--- config.mk ---
export PLATFORM = sky130hd
export DESIGN_NAME = mult_seq_unit
export DESIGN_NICKNAME = d
export VERILOG_FILES = /design/src/rtl/mult_seq_unit.sv
export SDC_FILE = /design/constraint.sdc
export NUM_CORES = 1
export LEC_CHECK = 0
export BUFFER_PORTS_ARGS = -buffer_cell sky130_fd_sc_hd__buf_4
export CORE_MARGIN = 2
export CORE_UTILIZATION = 50
export CTS_BUF_LIST = sky130_fd_sc_hd__clkbuf_4 sky130_fd_sc_hd__clkbuf_8
export DETAILED_ROUTE_END_ITERATION = 16
export HOLD_SLACK_MARGIN = 0.06
export PLACE_DENSITY = 0.72
export SLEW_MARGIN = 20
export SYNTH_ARGS = -nofsm -noshare
export SYNTH_HDL_FRONTEND = slang
export SYNTH_SLANG_ARGS = --single-unit
--- constraint.sdc ---
create_clock -name Clk -period 6.9 [get_ports Clk]
set_input_delay 1.035 -clock Clk [delete_from_list [all_inputs] [get_ports Clk]]
set_output_delay 1.035 -clock Clk [all_outputs]
set_load 0.02 [all_outputs]
--- src/rtl/mult_seq_unit.sv ---
// mult_seq_unit: iterative shift-add multiplier for MIPS mult/multu/mul.
// One partial-product step per clock over WIDTH cycles. The multiply runs on
// operand magnitudes and the sign is applied once at the end. The 2*WIDTH-bit
// product is registered and qualified by a one-cycle done pulse.
//
// Handshake: start is a single-cycle request sampled on a rising Clk edge.
// It is accepted when busy=0, which covers both IDLE and the DONE cycle.
// While busy=1, start is ignored and the operands are not sampled. done is
// high for exactly one cycle, and multResult is valid in that cycle. The
// product then holds until the next operation completes.
module mult_seq_unit #(
   parameter int WIDTH = 32
) (
   input  logic               Clk,
   input  logic               Rst,
   input  logic               start,
   input  logic               isSigned,
   input  logic [WIDTH-1:0]   opA,
   input  logic [WIDTH-1:0]   opB,
   output logic               busy,
   output logic               done,
   output logic [2*WIDTH-1:0] multResult
);

   localparam int CW = $clog2(WIDTH + 1);
   localparam logic [CW-1:0] CNT_INIT = CW'(WIDTH);
   localparam logic [CW-1:0] CNT_ONE  = CW'(1);

   typedef enum logic [1:0] {
      IDLE = 2'd0,
      RUN  = 2'd1,
      DONE = 2'd2
   } state_t;

   state_t state;
   state_t state_next;

   logic               load;
   logic               step;
   logic               last;
   logic [CW-1:0]      cnt;
   logic [WIDTH-1:0]   mag_a;
   logic [WIDTH-1:0]   mult_b;
   logic               neg_res;
   logic [2*WIDTH:0]   acc;
   logic [2*WIDTH:0]   acc_step;
   logic [WIDTH:0]     upper_sum;
   logic [2*WIDTH-1:0] prod;
   logic [2*WIDTH-1:0] prod_signed;
   logic [WIDTH-1:0]   abs_a;
   logic [WIDTH-1:0]   abs_b;

   // Operand magnitudes at capture. 0x8000_0000 maps onto itself, and that
   // value is the correct magnitude when it is read as unsigned.
   always_comb begin
      abs_a = opA;
      abs_b = opB;
      if (isSigned && opA[WIDTH-1]) abs_a = (~opA) + WIDTH'(1);
      if (isSigned && opB[WIDTH-1]) abs_b = (~opB) + WIDTH'(1);
   end

   // One shift-add step: conditionally add into the upper half, then shift right.
   always_comb begin
      upper_sum   = acc[2*WIDTH:WIDTH] + (mult_b[0] ? {1'b0, mag_a} : {(WIDTH+1){1'b0}});
      acc_step    = {1'b0, upper_sum, acc[WIDTH-1:1]};
      prod        = acc_step[2*WIDTH-1:0];
      prod_signed = neg_res ? ((~prod) + (2*WIDTH)'(1)) : prod;
   end

   // State register.
   always_ff @(posedge Clk or posedge Rst) begin
      if (Rst) state <= IDLE;
      else     state <= state_next;
   end

   // Next-state logic and status outputs.
   always_comb begin
      state_next = state;
      busy       = 1'b0;
      done       = 1'b0;
      load       = 1'b0;
      step       = 1'b0;
      last       = (cnt == CNT_ONE);
      case (state)
         IDLE: begin
            if (start) begin
               load       = 1'b1;
               state_next = RUN;
            end
         end
         RUN: begin
            busy = 1'b1;
            step = 1'b1;
            if (last) state_next = DONE;
         end
         DONE: begin
            done = 1'b1;
            if (start) begin
               load       = 1'b1;
               state_next = RUN;
            end else begin
               state_next = IDLE;
            end
         end
         default: state_next = IDLE;
      endcase
   end

   // Datapath: capture operands, iterate, and register the signed-corrected product.
   always_ff @(posedge Clk or posedge Rst) begin
      if (Rst) begin
         cnt        <= '0;
         mag_a      <= '0;
         mult_b     <= '0;
         neg_res    <= 1'b0;
         acc        <= '0;
         multResult <= '0;
      end else if (load) begin
         cnt     <= CNT_INIT;
         mag_a   <= abs_a;
         mult_b  <= abs_b;
         neg_res <= isSigned & (opA[WIDTH-1] ^ opB[WIDTH-1]);
         acc     <= '0;
      end else if (step) begin
         cnt    <= cnt - CNT_ONE;
         acc    <= acc_step;
         mult_b <= mult_b >> 1;
         if (last) multResult <= prod_signed;
      end
   end

endmodule

==> metrics.md <==
| Metric | Value |
|---|---|
| Outcome | complete, no violations |
| Maximum buffer depth of the clock tree | 2 |
| Area used by multi-input combinational logic | roughly 6700 um2 |
| Hold endpoint | mag_a[20] |
| Most frequent cell on the critical path | xor2_1 |
| Cells after Synth | 1,344 |
| Fmax | between 0.15 and 0.2 GHz |
| GRT met2 Usage | 0.338 |
| Source of the worst register-to-register timing path | mult_b[0] |
| Critical path launch point type | register |
| Number of detailed-routing iterations run before antenna repair | 7 |
| Synth cell types | 73 |
| Slowest Stage Delay on Critical Path | about 0.68 ns |
| Total number of yosys warnings | 0 |
| Ranking of synthesized cells by area | dfrtp_1, o21ai_0, xor2_1 |
| Area added between synthesis and finish | 13.2% |
| Setup WS post-layout | roughly 1.9 ns |
| Sinks on the clock net | 200 |
| Total core area | 23,600 um2 |
| Final Setup Violations | 0 |
| Number of storage elements in the synthesis netlist | 200 |
| Hold Crit Class | register to register |
| Cell family with most CP delay | compound AO/OA/AOI/OAI gates |
| Number of buffers added by the clock tree synthesis step | 17 |
| Via count of the first global-routing pass | between 9k and 10k |
| Pin count of the biggest net entering global routing | 129 |
| Primary FF master, synth | dfrtp_1 |
| Cell total after placement | between 1.5k and 2k |
| Hold Crit Start | mag_a[20] |
| DRC viols | 0 |
| Clock network latency to the later pin of the worst-skew pair | 0.49 ns |
| Worst reg2reg endpoint | multResult[62] |
| Fraction of synthesis flops using an asynchronous set or reset pin | 1.00 |
| Switching power | between 0.0008 and 0.0009 W |
| Share of the yosys chip area belonging to registers | 0.415 |
| Worst hold path cell count | 2 |
| Total setup buffers inserted after CTS | 0 |
| Floorplan die height | about 160 um |
| Area fraction in compound gates after synthesis | 0.236 |
| Leading cell type in the layout, fill and taps excluded | dfrtp_1 |
| Largest vdd supply drop | between 100 and 150 uV |
| Post-synthesis adder-cell area fraction | 0.0400 |
| Number of buffers inserted by hold repair at cts | 0 |
| Arrival time at the worst endpoint | about 5.4 ns |
| Fraction of layout instances using a drive strength above 1 | 0.138 |
| Maximum fanout encountered on the critical timing path | 33 |
| Worst reg-to-reg setup slack | about 1.9 ns |
| Portion of synthesized cell area occupied by the leading cell type | 0.415 |
| Root Driver | clkbuf_8 |
| Register area | 5010 um2 |
| Via count | ~10k |
| Max-Cap Viols | 0 |
| Leakage | between 6 and 7 nW |
| Number of max-slew violations in the final report | 0 |
| Overall global routing resource usage | 0.227 |
| Post-route total power | 0.00261 W |
| Die Area | ~25,000 um2 |
| Worst clock skew | between 0.02 and 0.03 ns |
| Slowest library cell on the worst path | or4b_2 |
| Fraction of power consumed by sequential logic | 0.548 |
| Total Wirelength | approximately 28,000 um |
| First-pass GRT wire length | about 48,000 um |
| Initial antenna violation count | 0 |
| Total buffers and inverters traversed by the critical path | 0 |
| Width of the die | between 150 and 200 um |
| Clock transition time at the flip-flop clock pins of the worst setup and hold paths | about 0.10 ns |
| Number of placement rows | 56 |
| Post-synth EDFFs | 0 |
| Post_cts resized | 0 |
| Multiplexer fraction of the synthesized cell area | 0.00342 |
| Cell Pwr Density | approximately 190 nW/um2 |
| Final layout net count | around 1.5k |
| Syn nets | around 1.5k |
| Critical Path Sink Type | register |
| Number of diodes added for antenna fixing | 0 |
| Post-layout min period | ~5 ns |
| Final weighted congestion of routability-driven global placement | 0.919 |
| Cell type with the highest aggregate area in the netlist | dfrtp_1 |
| HPWL after detailed placement | approximately 21,000 um |
| Type of the setup path with the least slack | register to register |
| Combinational family with the most area after synthesis | compound AO/OA/AOI/OAI gates |
| Antenna violation net count after detailed routing | 0 |
| Post-Place Worst Slack | between 1.5 and 2 ns |
| Mean number of vias per cell | 5.76 |
| Final-layout fill cell count | about 2.1k |
| Share of power burned in combinational logic | 0.151 |
| Htree depth | 4 |
| Final setup TNS | 0 ns |
| Commonest cells after routing, fill and taps aside | dfrtp_1, o21ai_0, nand2_1 |
| Number of endpoints with negative hold slack in the final report | 0 |
| Grt met3 use | 0.0320 |
| I/O pin cnt | roughly 130 |
| Drt wl/cell | about 16 um |
| Cell area after synthesis | 12,100 um2 |
| Fraction of synthesized cell area in xor and xnor cells | 0.102 |
| Grt total ovfl | 0 |
| Initial core utilization | 0.511 |
| Share of the clock period used by the worst path | 0.729 |
| Count of cells along the worst register-to-register path | 13 |
| Crit path cell chain | and2_1 > ha_1 > fa_1 > a211oi_1 > o211ai_1 > a31oi_1 > o31ai_1 > xor2_1 > or4b_2 > or4b_4 > o41ai_2 > xor2_1 > o21ai_1 |
| Internal cell power | between 0.0015 and 0.002 W |
| Data required, critical path | between 7 and 8 ns |
| Unrepaired setup endpoints after global routing | false |
| Post-Syn Area per Cell | 8.98 um2 |
| Clock network power share | 0.302 |
| Clock tree from TritonCTS | done |
| Simple logic cell fraction of the synthesized area | 0.172 |
| Pin slew with the least headroom to its limit | 1.10 ns |
| First-iteration detailed-routing DRC count | roughly 710 |
| Max transition margin | 0.268 |
| Switching fraction of total power | 0.310 |
| Most Crowded Layer GR | met1 |
| Non-Filler Instances | about 1.8k |
| Grt met1 use | 0.352 |
| Buffers on Ports | roughly 130 |
[tightest hold or removal path: cells and delay by family, from the launching register on]
kind / cells / cell delay [ns]
AO/OA/AOI/OAI: 1 / 0.06
flip-flops: 1 / 0.35
AND/OR/NAND/NOR: 1 / 0.04
[state kept, by name (all words and copies together), names as in the netlist]
signal      cells
neg_res         1
acc            63
cnt             6
mult_b         32
multResult     64
mag_a          32
state           2
[worst max-delay path by stage]
stage / depth (start not counted) / slack, ns / endpoint / startpoint
3_5_place_dp: 13 / 1.88 / multResult[62] / mult_b[0]
4_1_cts: 13 / 1.85 / multResult[62] / mult_b[0]
3_3_place_gp: 13 / 2.00 / multResult[62] / mult_b[0]
5_1_grt: 13 / 1.57 / multResult[62] / mult_b[0]
6_report: 13 / 1.87 / multResult[62] / mult_b[0]
2_1_floorplan: 1 / 0.41 / acc[10] / Rst
[layout make-up]
type / instances / area share
Clock buffer: 18 / 0.0177
Tap cell: 319 / 0.0292
Timing Repair Buffer: 139 / 0.0767
Sequential cell: 200 / 0.367
Clock inverter: 14 / 0.0134
Multi-Input combinational cell: 1044 / 0.491
Inverter: 19 / 0.00577
[kinds of logic after synthesis]
group / Yosys count
and+or+nand+nor: 418
DFF: 200
muxes: 4
xor gates and xnor gates: 141
buffers and inverters: 100
adders and majority gates: 38
AOI/OAI and AO/OA: 443
[stage by stage]
stage | util | hold WS, ns | area [um2]
global route | 0.578 | 0.507 | 13700
global placement | 0.560 | 0.456 | 13200
floorplan | - | 0.438 | 12100
finish | 0.578 | 0.485 | 13700
CTS | 0.578 | 0.488 | 13600
detailed placement | 0.560 | 0.464 | 13200
[layer usage]
layer	up-vias	wire length, um	part of all wire
li1	5011	-	-
met2	264	12300	0.43
met5	-	0	0
met1	4795	14300	0.50
met4	0	325	0.011
met3	24	1540	0.054
[cells in the mapped netlist (8+ instances only)]
cell      number
a21oi_1       57
nand2_1      183
nand3_1       19
and2_1        42
xnor2_1       56
o31ai_1       26
clkbuf_1      75
a22oi_1       30
nand2b_1      13
or3_1         14
a22o_1        51
o21ai_0      185
nor4_1        18
nor2_1        53
o41ai_1       11
ha_1          37
o211ai_1       8
o21ai_1        9
dfrtp_1      200
xor2_1        85
a21o_1        10
inv_1         18
nor3_1        19
or4_1          9
[power groups by stage]
stage / logic (W) / clock network [W] / registers [W]
2_1_floorplan: 0.000305 / 0 / 0.00140
3_3_place_gp: 0.000384 / 0 / 0.00145
3_5_place_dp: 0.000395 / 0 / 0.00145
4_1_cts: 0.000397 / 0.000800 / 0.00143
5_1_grt: 0.000443 / 0.000845 / 0.00145
6_report: 0.000392 / 0.000786 / 0.00143
No activity file was read; power rests on OpenSTA's default activity.
